File: config.mk
export PLATFORM = sky130hd
export DESIGN_NAME = button_conditioner
export DESIGN_NICKNAME = d
export VERILOG_FILES = /design/src/rtl/stopwatch_pkg.sv /design/src/rtl/debounce_channel.sv /design/src/rtl/button_conditioner.sv
export SDC_FILE = /design/constraint.sdc
export NUM_CORES = 1
export LEC_CHECK = 0
export CAP_MARGIN = 20
export CORE_AREA = 2 2 86 88
export CTS_BUF_LIST = sky130_fd_sc_hd__clkbuf_8
export CTS_CLUSTER_DIAMETER = 80
export DETAILED_ROUTE_END_ITERATION = 12
export DIE_AREA = 0 0 88 90
export HOLD_SLACK_MARGIN = 0.12
export PLACE_DENSITY_LB_ADDON = 0.15
export SLEW_MARGIN = 10
export SYNTH_ARGS = -nofsm -noshare
export SYNTH_HDL_FRONTEND = slang
export SYNTH_HIERARCHICAL = 1
export SYNTH_SLANG_ARGS = --single-unit
File: constraint.sdc
create_clock -name clk -period 2.71 [get_ports clk]
set_input_delay 0.4065 -clock clk [delete_from_list [all_inputs] [get_ports clk]]
set_output_delay 0.4065 -clock clk [all_outputs]
set_load 0.1 [all_outputs]
File: src/rtl/stopwatch_pkg.sv
// Shared types and defaults for the stopwatch front end.
package stopwatch_pkg;

    // Per-button debounce FSM state encoding
    typedef enum logic [1:0] {
        RELEASED     = 2'b00,
        PRESS_PEND   = 2'b01,
        PRESSED      = 2'b10,
        RELEASE_PEND = 2'b11
    } btn_state_e;

    // 1 ms tick from the 1 MHz system clock
    localparam int unsigned TICK_DIV_DEFAULT    = 1000;
    localparam int unsigned DEBOUNCE_MS_DEFAULT = 10;
    localparam int unsigned HOLD_MS_DEFAULT     = 1000;
    localparam int unsigned N_BTN_DEFAULT       = 3;

endpackage

File: src/rtl/debounce_channel.sv
// One button channel: 2-FF synchroniser, debounce FSM, hold counter.
// Ports:
//   clk, rst_n     clock, async active-low reset
//   tick           shared ms tick from the prescaler
//   btn_raw        raw asynchronous button pin
//   btn_level      debounced level
//   press_pulse    1-cycle pulse on accepted press
//   release_pulse  1-cycle pulse on accepted release
//   hold_pulse     1-cycle pulse once per press after HOLD_MS ticks
module debounce_channel
    import stopwatch_pkg::*;
#(
    parameter int unsigned DEBOUNCE_MS = DEBOUNCE_MS_DEFAULT,
    parameter int unsigned HOLD_MS     = HOLD_MS_DEFAULT
) (
    input  logic clk,
    input  logic rst_n,
    input  logic tick,
    input  logic btn_raw,
    output logic btn_level,
    output logic press_pulse,
    output logic release_pulse,
    output logic hold_pulse
);

    localparam int unsigned DEB_W  = $clog2(DEBOUNCE_MS) + 1;
    localparam int unsigned HOLD_W = $clog2(HOLD_MS) + 1;
    localparam logic [DEB_W-1:0]  DEB_LAST = DEB_W'(DEBOUNCE_MS - 1);
    localparam logic [HOLD_W-1:0] HOLD_MAX = HOLD_W'(HOLD_MS);

    logic              sync1_q, sync1_d, sync2_q, sync2_d;
    btn_state_e        state_q, state_d;
    logic [DEB_W-1:0]  deb_cnt_q, deb_cnt_d;
    logic [HOLD_W-1:0] hold_cnt_q, hold_cnt_d;
    logic              hold_fired_q, hold_fired_d;
    logic              level_q, level_d;
    logic              press_q, press_d;
    logic              release_q, release_d;
    logic              hold_q, hold_d;
    logic              s;

    assign s = sync2_q;

    // State and output registers
    always_ff @(posedge clk or negedge rst_n) begin
        if (!rst_n) begin
            sync1_q      <= 1'b0;
            sync2_q      <= 1'b0;
            state_q      <= RELEASED;
            deb_cnt_q    <= '0;
            hold_cnt_q   <= '0;
            hold_fired_q <= 1'b0;
            level_q      <= 1'b0;
            press_q      <= 1'b0;
            release_q    <= 1'b0;
            hold_q       <= 1'b0;
        end else begin
            sync1_q      <= sync1_d;
            sync2_q      <= sync2_d;
            state_q      <= state_d;
            deb_cnt_q    <= deb_cnt_d;
            hold_cnt_q   <= hold_cnt_d;
            hold_fired_q <= hold_fired_d;
            level_q      <= level_d;
            press_q      <= press_d;
            release_q    <= release_d;
            hold_q       <= hold_d;
        end
    end

    // Next-state and registered-output logic
    always_comb begin
        sync1_d      = btn_raw;
        sync2_d      = sync1_q;
        state_d      = state_q;
        deb_cnt_d    = deb_cnt_q;
        hold_cnt_d   = hold_cnt_q;
        hold_fired_d = hold_fired_q;
        press_d      = 1'b0;
        release_d    = 1'b0;
        hold_d       = 1'b0;

        case (state_q)
            RELEASED: begin
                if (s) begin
                    state_d   = PRESS_PEND;
                    deb_cnt_d = '0;
                end
            end
            PRESS_PEND: begin
                if (!s) begin
                    state_d = RELEASED;
                end else if (tick) begin
                    if (deb_cnt_q == DEB_LAST) begin
                        state_d      = PRESSED;
                        hold_cnt_d   = '0;
                        hold_fired_d = 1'b0;
                        press_d      = 1'b1;
                    end else begin
                        deb_cnt_d = deb_cnt_q + DEB_W'(1);
                    end
                end
            end
            PRESSED: begin
                if (!s) begin
                    state_d   = RELEASE_PEND;
                    deb_cnt_d = '0;
                end else if (tick && (hold_cnt_q < HOLD_MAX)) begin
                    hold_cnt_d = hold_cnt_q + HOLD_W'(1);
                end
            end
            RELEASE_PEND: begin
                // A bounce back high resumes the press with its hold progress intact
                if (s) begin
                    state_d = PRESSED;
                end else if (tick) begin
                    if (deb_cnt_q == DEB_LAST) begin
                        state_d   = RELEASED;
                        release_d = 1'b1;
                    end else begin
                        deb_cnt_d = deb_cnt_q + DEB_W'(1);
                    end
                end
            end
            default: state_d = RELEASED;
        endcase

        // Hold fires once, the cycle after the saturating counter reaches its limit
        hold_d = !hold_fired_q && (hold_cnt_q == HOLD_MAX) && !release_d &&
                 ((state_q == PRESSED) || (state_q == RELEASE_PEND));
        if (hold_d) begin
            hold_fired_d = 1'b1;
        end

        level_d = (state_d == PRESSED) || (state_d == RELEASE_PEND);
    end

    assign btn_level     = level_q;
    assign press_pulse   = press_q;
    assign release_pulse = release_q;
    assign hold_pulse    = hold_q;

endmodule

File: src/rtl/button_conditioner.sv
// Stopwatch push-button front end: shared ms prescaler plus N_BTN
// independent synchronise/debounce channels.
// Ports:
//   clk, rst_n     clock, async active-low reset
//   btn_raw        raw asynchronous button pins, active high
//   btn_level      debounced button levels
//   press_pulse    1-cycle pulse per accepted press
//   release_pulse  1-cycle pulse per accepted release
//   hold_pulse     1-cycle pulse once per press after HOLD_MS ticks
//   tick           1-cycle ms tick for neighbouring blocks
module button_conditioner
    import stopwatch_pkg::*;
#(
    parameter int unsigned N_BTN       = N_BTN_DEFAULT,
    parameter int unsigned TICK_DIV    = TICK_DIV_DEFAULT,
    parameter int unsigned DEBOUNCE_MS = DEBOUNCE_MS_DEFAULT,
    parameter int unsigned HOLD_MS     = HOLD_MS_DEFAULT
) (
    input  logic             clk,
    input  logic             rst_n,
    input  logic [N_BTN-1:0] btn_raw,
    output logic [N_BTN-1:0] btn_level,
    output logic [N_BTN-1:0] press_pulse,
    output logic [N_BTN-1:0] release_pulse,
    output logic [N_BTN-1:0] hold_pulse,
    output logic             tick
);

    localparam int unsigned PRE_W = (TICK_DIV > 1) ? $clog2(TICK_DIV) : 1;
    localparam logic [PRE_W-1:0] PRE_LAST = PRE_W'(TICK_DIV - 1);

    logic [PRE_W-1:0] pre_cnt_q, pre_cnt_d;
    logic             tick_q, tick_d;

    // Free-running prescaler; tick is high while the count sits at its last value
    always_ff @(posedge clk or negedge rst_n) begin
        if (!rst_n) begin
            pre_cnt_q <= '0;
            tick_q    <= 1'b0;
        end else begin
            pre_cnt_q <= pre_cnt_d;
            tick_q    <= tick_d;
        end
    end

    always_comb begin
        pre_cnt_d = (pre_cnt_q == PRE_LAST) ? '0 : pre_cnt_q + PRE_W'(1);
        tick_d    = (pre_cnt_d == PRE_LAST);
    end

    assign tick = tick_q;

    // One debounce channel per button
    for (genvar i = 0; i < N_BTN; i++) begin : g_ch
        debounce_channel #(
            .DEBOUNCE_MS (DEBOUNCE_MS),
            .HOLD_MS     (HOLD_MS)
        ) u_ch (
            .clk           (clk),
            .rst_n         (rst_n),
            .tick          (tick_q),
            .btn_raw       (btn_raw[i]),
            .btn_level     (btn_level[i]),
            .press_pulse   (press_pulse[i]),
            .release_pulse (release_pulse[i]),
            .hold_pulse    (hold_pulse[i])
        );
    end

endmodule
==> impl_metrics.env, run 1 <==
export IMPL_status="finished clean"
export IMPL_critPathSlowestCell="dfrtp_1"
export IMPL_track_usage_pct=21.3
export IMPL_port_buffers=17
export IMPL_yosysMostFrequentCell="dfrtp_1"
export IMPL_cts_sinks=84
export IMPL_nets=460
export IMPL_rows=31
export IMPL_max_freq_mhz=484
export IMPL_path_buf_inv=1
export IMPL_synth_common_cells="dfrtp_1, nand2_1, nor2_1"
export IMPL_crit_path_cell_trace="ha_1 -> nand4bb_1 -> nor2_1 -> nand2_1 -> clkinv_1 -> a21oi_1 -> mux2_2"
export IMPL_grt_start_max_net_pins=44
export IMPL_setup_tns_ns=0
export IMPL_synth_top_area_share_pct=48.7
export IMPL_multi_input_area_um2=2070
export IMPL_antenna_left=0
export IMPL_synthTopCellsByArea="dfrtp_1, ha_1, nand3_1"
export IMPL_timing_final_ws_setup_ns=0.646
export IMPL_p_per_area_nw_per_um2=479
export IMPL_area_growth_pct=9.72
export IMPL_hold_start="g_ch[2].u_ch/sync1_q"
export IMPL_insertion_delay_ns=0.35
export IMPL_max_slew_margin_pct=55.4
export IMPL_yosys_warnings=6
export IMPL_crit_path_end_kind="flop"
export IMPL_synth_largest_area_cell="dfrtp_1"
export IMPL_viasPerCell=5.86
export IMPL_diodes=0
export IMPL_initial_core_util_pct=61.4
export IMPL_dp_worst_setup_slack_ns=0.657
export IMPL_wl_um=7770
export IMPL_fin_crit_sh_pct=76.2
export IMPL_synth_fp_nets=437
export IMPL_grt_antenna_before_repair=0
export IMPL_cp_required_ns=2.94
export IMPL_crit_family="flip-flops"
export IMPL_grt_pass1_wl_um=13600
export IMPL_io_pins=18
export IMPL_dp_hpwl_um=5470
export IMPL_drive_above_1_share_pct=14.8
export IMPL_grt_setup_unrepaired="no"
export IMPL_crit_start="g_ch[0].u_ch/deb_cnt_q[0]"
export IMPL_seqCellArea_um2=2100
export IMPL_numCtsBuffers=9
export IMPL_cts_hold_buf=1
export IMPL_finalClockSkew_ns=0.0119
export IMPL_die_area_um2=7920
export IMPL_ys_seq_area_share_pct=48.7
export IMPL_route_detailed_drc=0
export IMPL_cts_root_buffer="clkbuf_8"
export IMPL_finalSetupViolCount=0
export IMPL_h_tree_depth=3
export IMPL_p_leak_uw=0.00211
export IMPL_overflow=0
export IMPL_dr_pass1_iters=4
export IMPL_reg2reg_from="g_ch[0].u_ch/deb_cnt_q[0]"
export IMPL_worstSetupPathType="flop to flop"
export IMPL_worst_ep_arrival_time_ns=2.30
export IMPL_async_reset_ff_share_pct=100
export IMPL_post_cts_resized=0
export IMPL_syn_avg_cell_area_um2=10.3
export IMPL_syn_cell_area_um2=4310
export IMPL_design_area_um2=4730
export IMPL_ir_drop_mv=0.324
export IMPL_post_route_min_period_ns=2.06
export IMPL_core_area_um2=7020
export IMPL_dpl_cell_area_um2=4540
export IMPL_synth_distinct_cells=71
export IMPL_hold_class="flop to flop"
export IMPL_worst_setup_path_start_kind="flop"
export IMPL_cts_setup_buffers=0
export IMPL_maxSlewViolCount=0
export IMPL_worst_pin_slew_ns=0.664
export IMPL_synth_flop_cell="dfrtp_1"
export IMPL_synth_edf_count=0
export IMPL_cts_tree="done"
export IMPL_vias=3193
export IMPL_fill_cells=528
export IMPL_drt_iter0_drc=122
export IMPL_gp_congestion=0.816
export IMPL_drv_cap=0
export IMPL_slowest_delay_ns=0.44
export IMPL_wire_per_inst_um=14.3
export IMPL_die_h_um=90
export IMPL_clk_path_buf_depth=2
export IMPL_syn_inst=418
export IMPL_final_hold_viol_count=0
export IMPL_die_w_um=88
export IMPL_first_global_vias=3035
export IMPL_ys_ff_latch=84
export IMPL_crit_fanout=10
export IMPL_clk_pin_slew_ns=0.08
-- worst paths after layout --
kind / end / slack [ns] / cells past startpoint
max reg2reg: g_ch[0].u_ch/hold_cnt_q[0] / 0.65 / 7
min in group asynchronous: g_ch[2].u_ch/hold_cnt_q[0] / 0.57 / 2
min: g_ch[2].u_ch/s / 0.34 / 0
max in group asynchronous: g_ch[1].u_ch/btn_level / 1.54 / 3
max: g_ch[0].u_ch/hold_cnt_q[0] / 0.65 / 7
min reg2reg: g_ch[2].u_ch/s / 0.34 / 0
-- kinds of logic (layout without fill, tap and decap cells) --
kind of cell               after synthesis  count (layout)  share of synthesized area [%]
muxes                                    8               8                           2.03
DFF                                     84              84                           48.7
buffers and inverters                   29              57                           3.28
xor gates and xnor gates                 7               7                           1.42
adders and majority gates               14              14                           4.06
and+or+nand+nor                        183             183                           25.5
AOI/OAI and AO/OA                       93              93                           14.9
-- per-stage QoR --
stage	instances	power (uW)	hold WS (ns)	utilization (%)
4_1_cts	545	2290	0.346	67.4
5_1_grt	545	2370	0.363	67.4
3_5_place_dp	528	1450	0.336	64.6
3_3_place_gp	528	1450	0.332	64.6
6_report	545	2270	0.345	67.4
2_1_floorplan	418	1400	0.111	-
-- layout by cell type (no fill, tap or decap), types with 3 or more instances in the layout --
master | synthesis | routed
nand4_1 | 11 | 11
nand2b_1 | 6 | 6
a22o_2 | 4 | 4
and2b_1 | 3 | 3
nor3_1 | 11 | 11
a21o_1 | 6 | 6
buf_4 | 4 | 15
or2b_1 | 4 | 4
o22a_2 | 3 | 3
o31ai_1 | 10 | 10
nor4_1 | 3 | 3
clkdlybuf4s50_1 | 0 | 3
a21oi_1 | 21 | 21
mux2_2 | 6 | 6
or4_1 | 4 | 4
inv_1 | 20 | 23
o21ai_0 | 17 | 17
xnor2_1 | 5 | 5
and2_2 | 3 | 3
dfrtp_1 | 84 | 84
and2_1 | 6 | 6
nor4b_1 | 3 | 3
or3_1 | 7 | 7
nor2_1 | 28 | 28
nand2_1 | 33 | 33
a31oi_1 | 6 | 6
a21o_2 | 3 | 3
and3_1 | 5 | 5
ha_1 | 14 | 14
nand3_1 | 27 | 27
a22o_1 | 3 | 3
clkbuf_8 | 0 | 9
-- power by group --
group	total (uW)	switching [uW]	internal, uW
combinational	113	57.3	55.7
clock	838	424	414
sequential	1320	37.2	1280
total	2270	518	1750
-- sequential cells by signal, indices dropped and copies added, names as in the netlist, 4 cells and up --
register / cells
pre_cnt_q: 10
g_ch.u_ch/state_q: 4
g_ch.u_ch/deb_cnt_q: 15
g_ch.u_ch/hold_cnt_q: 33
-- metal layers --
layer / vias to the layer above / part of all wire (%) / GRT usage (%)
met5: - / 0 / 0
met4: 0 / 1.8 / 8.72
met3: 9 / 2.9 / 3.31
met2: 58 / 48 / 34.2
met1: 1548 / 48 / 28.6
li1: 1578 / - / -
-- area by class of cell --
cell class,instances,area share (%)
timing repair buffer,20,3.65
tap,99,2.62
multi-input combinational,305,43.7
inverter,21,1.67
clock buffer,9,2.62
clock inverter,7,1.30
sequential,84,44.4
No activity file was read; power rests on OpenSTA's default activity.
==> run 2, diff against run 1 <==
Clock period 2.71 ns to 2 ns, I/O delays scaled along.
==> impl_metrics.env, run 2 (synthesis gave the netlist of run 1 again) <==
export IMPL_status="finished clean"
export IMPL_finalSetupViolCount=0
export IMPL_gp_congestion=0.863
export IMPL_wire_per_inst_um=14.3
export IMPL_setup_tns_ns=0
export IMPL_slowest_delay_ns=0.48
export IMPL_crit_start="tick"
export IMPL_worst_ep_arrival_time_ns=2.13
export IMPL_ir_drop_mv=0.459
export IMPL_post_route_min_period_ns=1.90
export IMPL_track_usage_pct=22.0
export IMPL_antenna_left=0
export IMPL_timing_rr_end="g_ch[2].u_ch/hold_cnt_q[8]"
export IMPL_fin_crit_sh_pct=95.0
export IMPL_nets=471
export IMPL_insertion_delay_ns=0.36
export IMPL_crit_path_cell_trace="buf_4 -> nand2_1 -> or3_4 -> o22ai_2 -> and2_1 -> a31oi_1"
export IMPL_grt_start_max_net_pins=40
export IMPL_initial_core_util_pct=61.4
export IMPL_timing_hold_ws_ns=0.349
export IMPL_diodes=0
export IMPL_max_freq_mhz=526
export IMPL_hold_depth=0
export IMPL_route_detailed_drc=0
export IMPL_port_buffers=17
export IMPL_wl_um=7970
export IMPL_crit_fanout=8
export IMPL_maxSlewViolCount=0
export IMPL_vias=3254
export IMPL_fill_cells=550
export IMPL_core_area_um2=7020
export IMPL_dr_pass1_iters=5
export IMPL_cp_required_ns=2.23
export IMPL_clk_path_buf_depth=2
export IMPL_grt_pass1_wl_um=13900
export IMPL_reg_top3="g_ch.u_ch/hold_cnt_q: 33 flops, g_ch.u_ch/deb_cnt_q: 15 flops, pre_cnt_q: 10 flops"
export IMPL_seqCellArea_um2=2110
export IMPL_r2r_cells=6
export IMPL_cts_root_buffer="clkbuf_8"
export IMPL_worst_pin_slew_ns=0.669
export IMPL_crit_family="simple AND/OR/NAND/NOR gates"
export IMPL_drv_cap=0
export IMPL_h_tree_depth=3
export IMPL_grt_antenna_before_repair=0
export IMPL_die_h_um=90
export IMPL_final_hold_viol_count=0
export IMPL_cts_setup_buffers=0
export IMPL_hold_start="g_ch[2].u_ch/sync1_q"
export IMPL_cts_sinks=84
export IMPL_overflow=0
export IMPL_worst_setup_path_start_kind="flop"
export IMPL_io_pins=18
export IMPL_p_leak_uw=0.00217
export IMPL_grt_setup_unrepaired="no"
export IMPL_numCtsBuffers=9
export IMPL_max_slew_margin_pct=55.2
export IMPL_die_area_um2=7920
export IMPL_top_register="g_ch.u_ch/hold_cnt_q"
export IMPL_viasPerCell=5.85
export IMPL_cts_tree="done"
export IMPL_multi_input_area_um2=2080
export IMPL_largest_reg_flops=33
export IMPL_reg2reg_slack_ns=0.1
export IMPL_reg2reg_from="tick"
export IMPL_hold_class="flop to flop"
export IMPL_drive_above_1_share_pct=18.4
export IMPL_die_w_um=88
export IMPL_clk_pin_slew_ns=0.08
export IMPL_worstSetupPathType="flop to flop"
export IMPL_crit_path_end_kind="flop"
export IMPL_hold_end="g_ch[2].u_ch/s"
export IMPL_rows=31
export IMPL_critPathSlowestCell="dfrtp_4"
export IMPL_area_growth_pct=12.7
export IMPL_p_per_area_nw_per_um2=653
export IMPL_finalClockSkew_ns=0.00805
export IMPL_dp_hpwl_um=5700
export IMPL_drt_iter0_drc=153
export IMPL_path_buf_inv=1
export IMPL_final_cell_mix="dfrtp_1, nand2_1, nor2_1, nand3_1, buf_4"
export IMPL_first_global_vias=3157
export IMPL_final_common_cell="dfrtp_1"
run 2: layout make-up:
type                       instances  share of cell area, %
timing repair buffer              31                   5.51
tap                               99                   2.55
inverter                          21                   1.62
clock buffer                      11                   3.12
multi-input combinational        305                   42.7
clock inverter                     5                   1.06
sequential                        84                   43.4
run 2: repair_timing:
| action | CTS | global route |
|---|---|---|
| resized for setup | 0 | 1 |
| endpoints found under the hold margin | 26 | 0 |
| setup endpoints to repair | 0 | 1 |
| hold buffers | 1 | 0 |
run 2: how the worst max path moves through the flow:
stage,end,slack (ns),cells past startpoint
floorplan,g_ch[0].u_ch/hold_cnt_q[6],-0.04,5
global placement,g_ch[0].u_ch/hold_cnt_q[6],0.15,4
detailed placement,g_ch[0].u_ch/hold_cnt_q[6],0.11,4
CTS,g_ch[0].u_ch/hold_cnt_q[6],0.1,4
global route,g_ch[2].u_ch/hold_cnt_q[5],0.005,6
finish,g_ch[2].u_ch/hold_cnt_q[8],0.1,6
run 2: power by group:
| part | internal [uW] | total (uW) | switching [uW] |
|---|---|---|---|
| sequential | 1730 | 1780 | 43.6 |
| combinational | 81.5 | 164 | 82.5 |
| clock | 637 | 1230 | 594 |
run 2: stage by stage:
| stage | cell area [um^2] | power [uW] | util (%) | worst slack, ns | instances |
|---|---|---|---|---|---|
| 2_1_floorplan | 4320 | 1900 | - | -0.0445 | 418 |
| 3_3_place_gp | 4640 | 1970 | 66.1 | 0.151 | 539 |
| 3_5_place_dp | 4640 | 1980 | 66.1 | 0.114 | 539 |
| 4_1_cts | 4860 | 3210 | 69.2 | 0.0964 | 556 |
| 5_1_grt | 4860 | 3310 | 69.2 | 0.00492 | 556 |
| 6_report | 4860 | 3170 | 69.2 | 0.0991 | 556 |
run 2: metal layers:
| layer | wire, um | vias to the layer above | GRT usage [%] |
|---|---|---|---|
| met5 | 0 | - | 0 |
| met4 | 159 | 0 | 10.4 |
| met1 | 3800 | 1595 | 29.8 |
| met3 | 219 | 11 | 3.49 |
| li1 | - | 1603 | - |
| met2 | 3790 | 45 | 34.5 |
